### src/rtl/wb_stage_if.sv
// Purpose : bus bundle between the MEM stage / hazard unit and the writeback stage.
// Signals : stall, flush          - pipeline control from the hazard unit
//           mem_*                 - MEM/WB payload of the instruction leaving MEM
//           wb_*, instret         - registered writeback results (register-file write port,
//                                   forwarding source, load exception, retire count)
// Modports: master drives control + MEM payload and observes WB results;
//           slave is the writeback stage itself.
interface wb_stage_if #(
  parameter int unsigned ADDR_W = 5,
  parameter int unsigned DATA_W = 32
);
  logic              stall;
  logic              flush;
  logic              mem_valid;
  logic              mem_reg_we;
  logic [ADDR_W-1:0] mem_rd;
  logic [1:0]        mem_wb_sel;
  logic [DATA_W-1:0] mem_alu_res;
  logic [DATA_W-1:0] mem_pc4;
  logic [DATA_W-1:0] mem_load_word;
  logic [2:0]        mem_funct3;

  logic              wb_we;
  logic [ADDR_W-1:0] wb_waddr;
  logic [DATA_W-1:0] wb_wdata;
  logic              wb_valid;
  logic              wb_exc;
  logic [63:0]       instret;

  modport master (
    output stall, flush, mem_valid, mem_reg_we, mem_rd, mem_wb_sel,
           mem_alu_res, mem_pc4, mem_load_word, mem_funct3,
    input  wb_we, wb_waddr, wb_wdata, wb_valid, wb_exc, instret
  );

  modport slave (
    input  stall, flush, mem_valid, mem_reg_we, mem_rd, mem_wb_sel,
           mem_alu_res, mem_pc4, mem_load_word, mem_funct3,
    output wb_we, wb_waddr, wb_wdata, wb_valid, wb_exc, instret
  );
endinterface

### src/rtl/wb_stage.sv
// Purpose : RV32 writeback stage - MEM/WB pipeline register, load alignment and
//           sign/zero extension, result selection, load exception detection and
//           retired-instruction counter.
// Ports   : clk    - clock, all state on rising edge
//           rst    - asynchronous active-high reset, clears every output
//           io_bus - wb_stage_if slave: stall/flush, MEM payload in, WB results out
module wb_stage #(
  parameter int unsigned ADDR_W = 5,
  parameter int unsigned DATA_W = 32
) (
  input  logic       clk,
  input  logic       rst,
  wb_stage_if.slave  io_bus
);

  localparam int unsigned SEL_W = 2;
  localparam int unsigned F3_W  = 3;
  localparam int unsigned CNT_W = 64;

  localparam logic [SEL_W-1:0] SEL_ALU  = 2'b00;
  localparam logic [SEL_W-1:0] SEL_LOAD = 2'b01;
  localparam logic [SEL_W-1:0] SEL_PC4  = 2'b10;

  localparam logic [F3_W-1:0] F3_LB  = 3'b000;
  localparam logic [F3_W-1:0] F3_LH  = 3'b001;
  localparam logic [F3_W-1:0] F3_LW  = 3'b010;
  localparam logic [F3_W-1:0] F3_LBU = 3'b100;
  localparam logic [F3_W-1:0] F3_LHU = 3'b101;

  // Registered state
  logic              r_we;
  logic [ADDR_W-1:0] r_waddr;
  logic [DATA_W-1:0] r_wdata;
  logic              r_valid;
  logic              r_exc;
  logic [CNT_W-1:0]  r_instret;

  // Combinational capture path
  logic [1:0]        w_off;
  logic [DATA_W-1:0] w_shifted;
  logic [DATA_W-1:0] w_load;
  logic              w_load_bad;
  logic              w_exc;
  logic [DATA_W-1:0] w_result;
  logic              w_we;
  logic              w_retire;

  assign w_off     = io_bus.mem_alu_res[1:0];
  // Bring the addressed byte/half down to bit 0 before extension.
  assign w_shifted = DATA_W'(io_bus.mem_load_word >> {w_off, 3'b000});

  // Load extension and illegal/misaligned detection.
  always_comb begin
    w_load     = io_bus.mem_load_word;
    w_load_bad = 1'b0;
    case (io_bus.mem_funct3)
      F3_LB:  w_load = {{24{w_shifted[7]}}, w_shifted[7:0]};
      F3_LBU: w_load = {24'd0, w_shifted[7:0]};
      F3_LH: begin
        w_load     = {{16{w_shifted[15]}}, w_shifted[15:0]};
        w_load_bad = w_off[0];
      end
      F3_LHU: begin
        w_load     = {16'd0, w_shifted[15:0]};
        w_load_bad = w_off[0];
      end
      F3_LW: begin
        w_load     = io_bus.mem_load_word;
        w_load_bad = (w_off != 2'd0);
      end
      default: begin
        // Illegal width code: raw word passes through, exception raised.
        w_load     = io_bus.mem_load_word;
        w_load_bad = 1'b1;
      end
    endcase
  end

  // Only an actual load can raise a load exception.
  assign w_exc = (io_bus.mem_wb_sel == SEL_LOAD) && w_load_bad;

  // Result mux; reserved select code behaves as ALU.
  always_comb begin
    w_result = io_bus.mem_alu_res;
    case (io_bus.mem_wb_sel)
      SEL_ALU:  w_result = io_bus.mem_alu_res;
      SEL_LOAD: w_result = w_load;
      SEL_PC4:  w_result = io_bus.mem_pc4;
      default:  w_result = io_bus.mem_alu_res;
    endcase
  end

  // x0 is never written; excepting loads never reach the register file.
  assign w_we     = io_bus.mem_valid && io_bus.mem_reg_we &&
                    (io_bus.mem_rd != ADDR_W'(0)) && !w_exc;
  assign w_retire = io_bus.mem_valid && !w_exc;

  // MEM/WB register: flush beats stall beats capture.
  always_ff @(posedge clk or posedge rst) begin
    if (rst) begin
      r_we      <= 1'b0;
      r_waddr   <= '0;
      r_wdata   <= '0;
      r_valid   <= 1'b0;
      r_exc     <= 1'b0;
      r_instret <= '0;
    end else if (io_bus.flush) begin
      r_we      <= 1'b0;
      r_waddr   <= '0;
      r_wdata   <= '0;
      r_valid   <= 1'b0;
      r_exc     <= 1'b0;
    end else if (!io_bus.stall) begin
      r_we      <= w_we;
      r_waddr   <= io_bus.mem_rd;
      r_wdata   <= w_result;
      r_valid   <= io_bus.mem_valid;
      r_exc     <= io_bus.mem_valid && w_exc;
      if (w_retire) begin
        r_instret <= r_instret + CNT_W'(1);
      end
    end
  end

  assign io_bus.wb_we    = r_we;
  assign io_bus.wb_waddr = r_waddr;
  assign io_bus.wb_wdata = r_wdata;
  assign io_bus.wb_valid = r_valid;
  assign io_bus.wb_exc   = r_exc;
  assign io_bus.instret  = r_instret;

endmodule

### src/flat_wrapper.sv
// flat-port wrapper written by rule: the top's interface ports become plain ports
module wb_stage_flat 
#(
  parameter int unsigned ADDR_W = 5,
  parameter int unsigned DATA_W = 32
)
  (clk, rst, io_bus_stall, io_bus_flush, io_bus_mem_valid, io_bus_mem_reg_we, io_bus_mem_rd, io_bus_mem_wb_sel, io_bus_mem_alu_res, io_bus_mem_pc4, io_bus_mem_load_word, io_bus_mem_funct3, io_bus_wb_we, io_bus_wb_waddr, io_bus_wb_wdata, io_bus_wb_valid, io_bus_wb_exc, io_bus_instret);
  wb_stage_if #(.ADDR_W(ADDR_W), .DATA_W(DATA_W)) io_bus_i ();
  input  logic clk;
  input  logic rst;
  input wire logic [$bits(io_bus_i.stall)-1:0] io_bus_stall;
  input wire logic [$bits(io_bus_i.flush)-1:0] io_bus_flush;
  input wire logic [$bits(io_bus_i.mem_valid)-1:0] io_bus_mem_valid;
  input wire logic [$bits(io_bus_i.mem_reg_we)-1:0] io_bus_mem_reg_we;
  input wire logic [$bits(io_bus_i.mem_rd)-1:0] io_bus_mem_rd;
  input wire logic [$bits(io_bus_i.mem_wb_sel)-1:0] io_bus_mem_wb_sel;
  input wire logic [$bits(io_bus_i.mem_alu_res)-1:0] io_bus_mem_alu_res;
  input wire logic [$bits(io_bus_i.mem_pc4)-1:0] io_bus_mem_pc4;
  input wire logic [$bits(io_bus_i.mem_load_word)-1:0] io_bus_mem_load_word;
  input wire logic [$bits(io_bus_i.mem_funct3)-1:0] io_bus_mem_funct3;
  output wire logic [$bits(io_bus_i.wb_we)-1:0] io_bus_wb_we;
  output wire logic [$bits(io_bus_i.wb_waddr)-1:0] io_bus_wb_waddr;
  output wire logic [$bits(io_bus_i.wb_wdata)-1:0] io_bus_wb_wdata;
  output wire logic [$bits(io_bus_i.wb_valid)-1:0] io_bus_wb_valid;
  output wire logic [$bits(io_bus_i.wb_exc)-1:0] io_bus_wb_exc;
  output wire logic [$bits(io_bus_i.instret)-1:0] io_bus_instret;
  assign io_bus_i.stall = io_bus_stall;
  assign io_bus_i.flush = io_bus_flush;
  assign io_bus_i.mem_valid = io_bus_mem_valid;
  assign io_bus_i.mem_reg_we = io_bus_mem_reg_we;
  assign io_bus_i.mem_rd = io_bus_mem_rd;
  assign io_bus_i.mem_wb_sel = io_bus_mem_wb_sel;
  assign io_bus_i.mem_alu_res = io_bus_mem_alu_res;
  assign io_bus_i.mem_pc4 = io_bus_mem_pc4;
  assign io_bus_i.mem_load_word = io_bus_mem_load_word;
  assign io_bus_i.mem_funct3 = io_bus_mem_funct3;
  assign io_bus_wb_we = io_bus_i.wb_we;
  assign io_bus_wb_waddr = io_bus_i.wb_waddr;
  assign io_bus_wb_wdata = io_bus_i.wb_wdata;
  assign io_bus_wb_valid = io_bus_i.wb_valid;
  assign io_bus_wb_exc = io_bus_i.wb_exc;
  assign io_bus_instret = io_bus_i.instret;
  wb_stage #(.ADDR_W(ADDR_W), .DATA_W(DATA_W)) u_core (.clk(clk), .rst(rst), .io_bus(io_bus_i));
endmodule
### config.mk
export PLATFORM = sky130hd
export DESIGN_NAME = wb_stage_flat
export DESIGN_NICKNAME = d
export VERILOG_FILES = /design/src/rtl/wb_stage_if.sv /design/src/rtl/wb_stage.sv /design/src/flat_wrapper.sv
export SDC_FILE = /design/constraint.sdc
export NUM_CORES = 1
export LEC_CHECK = 0
export ABC_AREA = 1
export BUFFER_PORTS_ARGS = -buffer_cell sky130_fd_sc_hd__clkbuf_2
export CORE_ASPECT_RATIO = 1.75
export CORE_UTILIZATION = 40
export DETAILED_ROUTE_END_ITERATION = 10
export HOLD_SLACK_MARGIN = 0.12
export PLACE_DENSITY = 0.7
export SLEW_MARGIN = 20
export SYNTH_ARGS = -nofsm -noshare
export SYNTH_HDL_FRONTEND = slang
export SYNTH_SLANG_ARGS = --single-unit
### constraint.sdc
create_clock -name clk -period 7.5 [get_ports clk]
set_input_delay 0.75 -clock clk [delete_from_list [all_inputs] [get_ports clk]]
set_output_delay 0.75 -clock clk [all_outputs]
set_load 0.05 [all_outputs]
==> flow_summary.yaml, run 1 <==
drt:
  drtPass1Iterations: 5
  avgRoutedWirePerCell_um: 16.6
  vias: 7999
  ant_nets: 0
  drtIter0Drc: 293
  drt_wl_total_um: 26200
  drc: 0
  avgViaCountPerCell: 5.08
worst_setup_path:
  slowest_delay_ps: 460
  r2r_start: "u_core.io_bus.instret[0]$_DFFE_PP0P_"
  cp_data_arrival_time_ps: 3230
  path_cells: "clkbuf_2, inv_1, a21oi_1, nand2_1, nand2_2, buf_4, inv_2, nand3_1, xnor2_1"
  cp_slowest_cell: "buf_4"
  worstPathMaxFanout: 42
  cp_num_buf_inv: 4
  worstSetupPathType: "in -> reg"
  rr_endpoint: "u_core.io_bus.instret[44]$_DFFE_PP0P_"
  critPathCaptureType: "flop"
  rr_worst_depth: 7
  worstPathRequired_ps: 7780
  reg2reg_slack_ps: 5180
  critPathTopFamily: "buffers and inverters"
  cp-start-kind: "primary input"
global_route:
  grt_first_pass_wirelength_um: 39900
  grtUsageTotal_pct: 29.3
  grt_pass1_vias: 7880
  grt_start_max_net_pins: 68
  overflow: 0
  grt_antenna_before_repair: 0
sta:
  timing.final.crit_share_pct: 39.3
  finalHoldViolCount: 0
  maxSlewViolCount: 0
  fin_crit_ps: 2950
  worst_slack_ps: 4550
  slew_headroom_pct: 28.2
  setup_violations: 0
  worstMarginPinSlew_ps: 1080
  fmax_ghz: 0.339
  hold_ws_ps: 408
  rsz0062_at_grt: "false"
  tns_ps: 0
  skew_ps: 12.0
layout:
  area_growth_pct: 21.1
  final_area_um2: 8650
  final_cells: 1576
  diodes: 0
  fillCellCount: 1944
  layout.nets: 1455
  drive_gt1_share_pct: 19.6
place:
  detailed_place_hpwl_um: 20200
  pre_cts_ws_ps: 4210
  portBuffers: 215
  dpl.cell_count: 1560
  globalplace.congestion: 0.971
  post_dp_cell_area_um2: 8360
floorplanning:
  row_count: 64
  die_x_um: 103
  core_um2: 17500
  io-pin-count: 216
  die-area_um2: 18400
  initial_core_util_pct: 40.9
  fp.dieH_um: 179
clock_tree:
  cts_setup_buffers: 0
  clk_pin_slew_ps: 80
  hold_buffers: 0
  cts-resized-gates: 0
  clock_path_buffers: 2
  tritoncts: "done"
  cts_buffers: 9
  cts.sinks: 104
  insertion_delay_ps: 360
  clockRootBuffer: "clkbuf_16"
  ctsHtreeMaxLevel: 3
synth:
  syn-num-nets: 1263
  syn_area_per_cell_um2: 6.22
  synth_fa_ha_area_share_pct: 0.525
  muxShareOfSynthArea_pct: 0
  post-synth-top-area-fraction_pct: 36.4
  yosys.area.top_type: "dfrtp_1"
  synth.area.top_cells: "dfrtp_1 (36%), nand2_1 (24%), nor2_1 (11%), inv_1 (4.7%), a21oi_1 (4.5%)"
  synth_cells: 1148
  yosysMostFrequentCell: "nand2_1"
  synth-compound-area-share_pct: 9.42
  yosysUniqueCellTypes: 29
  synth_xor_area_share_pct: 4.66
  synth-edff-count: 0
  async_reset_ff_share_pct: 100
  synth_top_family_by_area: "simple AND/OR/NAND/NOR gates"
  ys_ff_latch: 104
  synth_warnings: 0
  synth_area_um2: 7140
  synth_seq_area_share_pct: 36.4
  ys.flop_type: "dfrtp_1"
  synth_simple_gate_area_share_pct: 41.5
  synth_commonest_cells: "nand2_1 (466), nor2_1 (213), dfrtp_1 (104)"
power_and_ir_drop:
  irDropWorstVdd_mv: 0.110
  intPower_w: 0.000938
  seqPwrFrac_pct: 42.3
  p_comb_share_pct: 26.1
  switching_power_w: 0.000575
  swShare_pct: 38.0
  powerDensity_nw_per_um2: 175
  p_clk_share_pct: 31.6
  p_leak_nw: 4.48
hold_path:
  hold_class: "in -> async"
job:
  cap_violations: 0
outcome:
  status: "completed"
through the flow:
stage	total power, W	utilization, %
floorplan	0.000918	-
global placement	0.00104	47.9
detailed placement	0.00105	47.9
CTS	0.00152	49.6
global route	0.00158	49.6
finish	0.00151	49.6
worst max path at each step:
stage                         startpoint                               endpoint  slack [ps]  cells after the start
finish              io_bus_mem_funct3[1]  u_core.io_bus.instret[33]$_DFFE_PP0P_        4550                      9
global route        io_bus_mem_funct3[1]  u_core.io_bus.instret[12]$_DFFE_PP0P_        4400                      9
CTS                 io_bus_mem_funct3[1]  u_core.io_bus.instret[33]$_DFFE_PP0P_        4590                      9
detailed placement  io_bus_mem_funct3[1]  u_core.io_bus.instret[33]$_DFFE_PP0P_        4210                      9
global placement    io_bus_mem_funct3[1]  u_core.io_bus.instret[33]$_DFFE_PP0P_        4250                      9
floorplan                            rst   u_core.io_bus.instret[0]$_DFFE_PP0P_        4020                      1
per-layer routing:
layer | wire length [um] | part of all wire [%] | GRT usage, % | vias to the layer above
met1 | 8710 | 33 | 27.2 | 3658
met2 | 14100 | 54 | 54.9 | 308
met4 | 2000 | 7.6 | 23.0 | 0
li1 | - | - | - | 3937
met5 | 0 | 0 | 0 | -
met3 | 1400 | 5.3 | 4.87 | 96
cell type report:
class	instances	area, um2	area share [%]
inverter	94	355	4.11
multi-input combinational	912	4010	46.4
clock buffer	10	239	2.76
clock inverter	6	50.0	0.578
sequential	104	2600	30.1
tap	231	289	3.34
timing repair buffer	219	1110	12.8
registers in the layout, indices dropped and copies added (netlist names):
register and flops:
u_core.io_bus.wb_waddr 5, u_core.io_bus.wb_we 1, u_core.io_bus.wb_wdata 32, u_core.io_bus.wb_valid 1, u_core.io_bus.instret 64, u_core.io_bus.wb_exc 1
placed cells by master, fill, tap and decap left out, drive strengths merged:
cell,count
xnor2,17
a21oi,64
inv,97
ha,3
nor2,225
clkbuf,225
nand3,33
clkinv,2
o21bai,1
o211ai,16
buf,4
xor2,21
nand4,10
nand3b,1
nor3,4
dfrtp,104
nand2,471
clkinvlp,1
or2,2
o21ai,44
power groups by stage:
stage	clock, W	combinational [W]	sequential (W)
floorplan	0	0.000147	0.000771
global placement	0	0.000394	0.000649
detailed placement	0	0.000397	0.000649
CTS	0.000489	0.000397	0.000638
global route	0.000507	0.000427	0.000644
finish	0.000478	0.000395	0.000639
cells by family (layout without fill, tap and decap cells):
| group | Yosys count | in the layout |
|---|---|---|
| AOI/OAI and AO/OA | 125 | 125 |
| adders and majority gates | 3 | 3 |
| and+or+nand+nor | 746 | 746 |
| buffers and inverters | 132 | 329 |
| DFF | 104 | 104 |
| xor gates and xnor gates | 38 | 38 |
Note: power is estimated with default switching activity, not from simulation.
==> run 2, diff against run 1 <==
--- a/config.mk
+++ b/config.mk
@@ -5,13 +5,13 @@
 export SDC_FILE = /design/constraint.sdc
 export NUM_CORES = 1
 export LEC_CHECK = 0
-export ABC_AREA = 1
+export ABC_AREA = 0
 export BUFFER_PORTS_ARGS = -buffer_cell sky130_fd_sc_hd__clkbuf_2
 export CORE_ASPECT_RATIO = 1.75
 export CORE_UTILIZATION = 40
 export DETAILED_ROUTE_END_ITERATION = 10
 export HOLD_SLACK_MARGIN = 0.12
-export PLACE_DENSITY = 0.7
+export PLACE_DENSITY = 0.75
 export SLEW_MARGIN = 20
 export SYNTH_ARGS = -nofsm -noshare
 export SYNTH_HDL_FRONTEND = slang
==> constraint.sdc (replaced) <==
create_clock -name clk -period 2.6 [get_ports clk]
set_input_delay 0.26 -clock clk [delete_from_list [all_inputs] [get_ports clk]]
set_output_delay 0.26 -clock clk [all_outputs]
set_load 0.05 [all_outputs]
==> run 2 against run 1 <==
Wire length down 31%. Clock power grew to 2.8 times the previous value. Global-route usage decreased by 4.6 points. Non-clock buffer count up 20. Count of clock-buffer cells in the layout decreased by 1. Sequential cell count stayed put. Final cell count decreased by 38%. Via count down 31%. Register-to-register slack lost 4800 ps. First-iteration DRC count decreased by 44%. Critical path type is now reg -> reg.
==> flow_summary.yaml, run 2 <==
outcome:
  status: "completed"
place:
  detailed_place_hpwl_um: 14100
  portBuffers: 215
  pre_cts_ws_ps: 238
  globalplace.congestion: 1.03
worst_setup_path:
  slowest_delay_ps: 450
  worstPathMaxFanout: 15
  cp_data_arrival_time_ps: 2470
  worstPathRequired_ps: 2860
  path_cells: "nand4_1, nor3_4, nand4_2, buf_4, nor3_1, xor2_1"
  cp_slowest_cell: "dfrtp_1"
  crit_start: "u_core.io_bus.instret[28]$_DFFE_PP0P_"
  rr_worst_depth: 6
  worstSetupPathType: "reg -> reg"
  r2r_start: "u_core.io_bus.instret[28]$_DFFE_PP0P_"
  critPathCaptureType: "flop"
  cp-start-kind: "flop"
layout:
  largest_reg_flops: 64
  diodes: 0
  area_growth_pct: 28.6
  layout_commonest_cell: "clkbuf_2"
  drive_gt1_share_pct: 34.2
  fillCellCount: 1322
  final_cell_mix: "clkbuf_2 (215), dfrtp_1 (104), nand2_1 (49)"
  layout.nets: 914
global_route:
  grt_antenna_before_repair: 0
  grt_pass1_vias: 5715
  grt_first_pass_wirelength_um: 28600
  overflow: 0
  grt_start_max_net_pins: 49
  grtUsageTotal_pct: 24.7
drt:
  wl_met1_um: 6400
  drt_wl_total_um: 18100
  drtIter0Drc: 164
  drtPass1Iterations: 5
  avgViaCountPerCell: 5.64
  drc: 0
  met2_length_um: 9950
  maxUsedRoutingLayer: "met4"
  avgRoutedWirePerCell_um: 18.5
  dr_wl_met3_um: 1030
  ant_nets: 0
  vias: 5534
clock_tree:
  hold_buffers: 1
  cts-resized-gates: 0
  cts_buffers: 9
  ctsHtreeMaxLevel: 3
  insertion_delay_ps: 350
  clock_path_buffers: 2
  clk_pin_slew_ps: 80
  tritoncts: "done"
  clockRootBuffer: "clkbuf_16"
  cts_setup_buffers: 0
  cts.sinks: 104
hold_path:
  min-delay-start: "io_bus_mem_rd[2]"
  min_path_cells: 3
  hold_class: "in -> reg"
sta:
  timing.final.crit_share_pct: 84.7
  skew_ps: 7.63
  slew_headroom_pct: 53.3
  setup_violations: 0
  fin_crit_ps: 2200
  worst_slack_ps: 397
  finalHoldViolCount: 0
  rsz0062_at_grt: "false"
  worstMarginPinSlew_ps: 699
  fmax_ghz: 0.454
  tns_ps: 0
  hold_ws_ps: 181
  maxSlewViolCount: 0
synth:
  synth.area.top_cells: "dfrtp_1 (46%), xor2_1 (5.7%), xnor2_1 (4.0%), nand2_1 (3.2%), o21ai_0 (2.8%)"
  synth_cells: 588
  syn_area_per_cell_um2: 9.71
  synth_commonest_cells: "dfrtp_1 (104), nand2_1 (49), xor2_1 (37)"
  synth_area_um2: 5710
  synth-edff-count: 0
  ys_ff_latch: 104
  async_reset_ff_share_pct: 100
  post-synth-top-area-fraction_pct: 45.6
  yosysUniqueCellTypes: 44
  synth_seq_area_share_pct: 45.6
  syn-num-nets: 703
  yosys.area.top_type: "dfrtp_1"
  yosysMostFrequentCell: "dfrtp_1"
  ys.flop_type: "dfrtp_1"
  synth_warnings: 0
floorplanning:
  fp.dieH_um: 160
  core_um2: 13900
  row_count: 57
  io-pin-count: 216
  die_x_um: 92.3
  initial_core_util_pct: 41.0
  die-area_um2: 14800
power_and_ir_drop:
  irDropWorstVdd_mv: 0.395
  p_leak_nw: 3.67
  powerDensity_nw_per_um2: 573
  finalPower_w: 0.00420
job:
  cap_violations: 0
[run 2: cell types whose count changed in the layout (fill, tap and decap cells not counted), sizes merged, moves of 17 or more]
cell	before	now
inv	97	22
a21oi	64	26
buf	4	23
nor2	225	23
nand2	471	50
o22ai	0	17
nor3	4	30
[run 2: critical path, delay by kind of cell (launching register included)]
kind	cells	cell delay, ps
flip-flops	1	450
XOR/XNOR	1	190
buffers and inverters	1	290
AND/OR/NAND/NOR	4	1190
[run 2: final timing paths]
check / to / slack (ps)
min reg2reg: u_core.io_bus.instret[63]$_DFFE_PP0P_ / 470
max in group asynchronous: u_core.io_bus.wb_wdata[8]$_DFFE_PP0P_ / 1350
max reg2reg: u_core.io_bus.instret[40]$_DFFE_PP0P_ / 400
max: u_core.io_bus.instret[40]$_DFFE_PP0P_ / 400
min: u_core.io_bus.wb_waddr[2]$_DFFE_PP0P_ / 180
min in group asynchronous: u_core.io_bus.wb_wdata[3]$_DFFE_PP0P_ / 560
[run 2: power breakdown]
part / leakage [nW] / internal, W / total [W] / switching, W
sequential: 1.37 / 0.00171 / 0.00183 / 0.000112
combinational: 2.17 / 0.000308 / 0.00103 / 0.000722
clock: 0.137 / 0.000671 / 0.00134 / 0.000673
[run 2: kinds of logic after synthesis]
kind of cell | Yosys count | synth area share [%]
XOR/XNOR | 63 | 9.67
flip-flops | 104 | 45.6
buffers and inverters | 59 | 4.06
multiplexers | 23 | 4.43
AND/OR/NAND/NOR | 186 | 17.4
adder cells (fa/ha/maj) | 3 | 0.658
AO/OA/AOI/OAI | 150 | 18.2
[run 2: final cells by class]
cell class              count  area (um2)  share of cell area (%)
flip-flops and latches    104        2600                    35.5
multi-input cells         425        2880                    39.2
clock buffers               9         225                    3.07
clock inverters             7        65.1                   0.886
inverters                  20        78.8                    1.07
well taps                 177         221                    3.02
repair buffers            239        1270                    17.3
[run 2: through the flow]
step / util (%) / instances / cell area (um2)
after floorplan: - / 588 / 5710
after global placement: 50.6 / 964 / 7040
after detailed placement: 50.6 / 964 / 7040
after CTS: 52.8 / 981 / 7340
after global routing: 52.8 / 981 / 7340
final: 52.8 / 981 / 7340
[run 2: layer usage]
| layer | up-vias | track usage [%] |
|---|---|---|
| met3 | 43 | 4.43 |
| li1 | 2600 | - |
| met1 | 2657 | 24.9 |
| met5 | - | 0 |
| met4 | 0 | 11.8 |
| met2 | 234 | 47.5 |
==> run 3, diff against run 2 <==
==> constraint.sdc (replaced) <==
create_clock -name clk -period 2 [get_ports clk]
set_input_delay 0.2 -clock clk [delete_from_list [all_inputs] [get_ports clk]]
set_output_delay 0.2 -clock clk [all_outputs]
set_load 0.05 [all_outputs]
==> run 3 against run 2 <==
Worst hold slack worse by 31 ps. Die area did not move. Global-route usage up 2.5 points. Register-to-register slack got worse by 320 ps. Critical path type unchanged.
==> flow_summary.yaml, run 3 (synthesis gave the netlist of run 2 again) <==
outcome:
  status: "completed"
floorplanning:
  row_count: 57
  io-pin-count: 216
  fp.dieH_um: 160
  core_um2: 13900
  die_x_um: 92.3
  die-area_um2: 14800
  initial_core_util_pct: 41.0
clock_tree:
  clock_path_buffers: 2
  clockRootBuffer: "clkbuf_16"
  tritoncts: "done"
  clk_pin_slew_ps: 80
  cts.sinks: 104
  ctsHtreeMaxLevel: 3
  cts_buffers: 9
  insertion_delay_ps: 350
power_and_ir_drop:
  swShare_pct: 35.5
  p_leak_nw: 3.97
  irDropWorstVdd_mv: 0.387
  p_comb_share_pct: 26.7
  intPower_w: 0.00362
  seqPwrFrac_pct: 42.4
  powerDensity_nw_per_um2: 702
  p_clk_share_pct: 30.9
  switching_power_w: 0.00199
sta:
  worstMarginPinSlew_ps: 689
  fmax_ghz: 0.519
  maxSlewViolCount: 0
  timing.final.crit_share_pct: 96.3
  slew_headroom_pct: 54.0
  setup_violations: 0
  skew_ps: 7.42
  rsz0062_at_grt: "true"
  fin_crit_ps: 1930
  finalHoldViolCount: 0
layout:
  final_area_um2: 7990
  drive_gt1_share_pct: 44.4
  layout.nets: 975
  area_growth_pct: 39.9
  largest_reg_flops: 64
  final_cell_mix: "clkbuf_2 (215), buf_4 (76), dfrtp_1 (66)"
  post-route-util_pct: 57.4
  layout_commonest_cell: "clkbuf_2"
  diodes: 0
drt:
  drtPass1Iterations: 5
  drtIter0Drc: 135
  ant_nets: 0
  avgViaCountPerCell: 5.63
  avgRoutedWirePerCell_um: 18.9
  drc: 0
  vias: 5863
  drt_wl_total_um: 19700
global_route:
  overflow: 0
  grt_first_pass_wirelength_um: 31100
  grt_pass1_vias: 6143
  grt_start_max_net_pins: 33
  grt_antenna_before_repair: 0
  grtUsageTotal_pct: 27.2
place:
  portBuffers: 215
  post_dp_cell_area_um2: 7510
  detailed_place_hpwl_um: 15400
  globalplace.congestion: 1.03
worst_setup_path:
  cp_data_arrival_time_ps: 2200
  worstPathRequired_ps: 2280
  critPathCaptureType: "flop"
  critPathTopFamily: "simple AND/OR/NAND/NOR gates"
  cp-start-kind: "flop"
  slowest_delay_ps: 410
  path_cells: "nand3_1, nor4_4, buf_4, nand4_1, nor3_2, xor2_1"
  cp_num_buf_inv: 1
  cp_slowest_cell: "dfrtp_2"
  worstSetupPathType: "reg -> reg"
  worstPathMaxFanout: 5
job:
  cap_violations: 0
hold_path:
  hold_class: "in -> reg"
-- run 3: routing by layer --
metal  wire [um]  vias up  track usage (%)
met5           0        -                0
met4        1200        0             17.0
met3        1150       71             5.00
met2       10700      276             50.9
met1        6680     2808             27.0
li1            -     2708                -
-- run 3: through the flow --
step / instances / power [W] / setup slack (ps) / hold WS [ps] / TNS (ps)
after floorplan: 588 / 0.00329 / -75.8 / 353 / -123
after global placement: 1012 / 0.00380 / -43.4 / 337 / -228
after detailed placement: 1012 / 0.00382 / -141 / 338 / -915
after CTS: 1035 / 0.00559 / 15.8 / 136 / 0
after global routing: 1042 / 0.00586 / -47.6 / 164 / -131
final: 1042 / 0.00561 / 74.8 / 150 / 0
-- run 3: worst paths after layout --
check	slack (ps)	cells after the start	end	startpoint
worst max-delay path	70	6	u_core.io_bus.instret[60]$_DFFE_PP0P_	u_core.io_bus.instret[38]$_DFFE_PP0P_
worst min-delay path	150	3	u_core.io_bus.wb_wdata[5]$_DFFE_PP0P_	io_bus_mem_alu_res[5]
max in group asynchronous	860	4	u_core.io_bus.instret[23]$_DFFE_PP0P_	rst
min in group asynchronous	510	3	u_core.io_bus.instret[38]$_DFFE_PP0P_	rst
worst min register to register	480	1	u_core.io_bus.instret[63]$_DFFE_PP0P_	u_core.io_bus.instret[63]$_DFFE_PP0P_
worst max register to register	70	6	u_core.io_bus.instret[60]$_DFFE_PP0P_	u_core.io_bus.instret[38]$_DFFE_PP0P_
-- run 3: area by class of cell --
| type | count | area (um2) |
|---|---|---|
| fill | 1264 | 5920 |
| multi-input combinational | 425 | 2980 |
| timing repair buffer | 300 | 1770 |
| clock buffer | 9 | 225 |
| inverter | 20 | 78.8 |
| tap | 177 | 221 |
| sequential | 104 | 2650 |
| clock inverter | 7 | 63.8 |
-- run 3: what timing repair did --
action | in CTS | in global routing
hold endpoints to repair | 29 | 0
resized for setup | 2 | 10
endpoints found under the setup margin | 3 | 28
hold buffers | 6 | 0
buffers inserted | 1 | 7
pin swaps | 1 | 7
-- run 3: tightest hold or removal path, delay by kind of cell --
| kind | cells | cell delay (ps) |
|---|---|---|
| buf+inv | 1 | 80 |
| compound gates | 2 | 190 |
-- run 3: power by group through the flow --
stage	clock network, W	registers [W]	logic, W
detailed placement	0	0.00243	0.00140
global placement	0	0.00242	0.00138
finish	0.00173	0.00238	0.00150
floorplan	0	0.00285	0.000438
global route	0.00187	0.00240	0.00159
CTS	0.00179	0.00239	0.00141
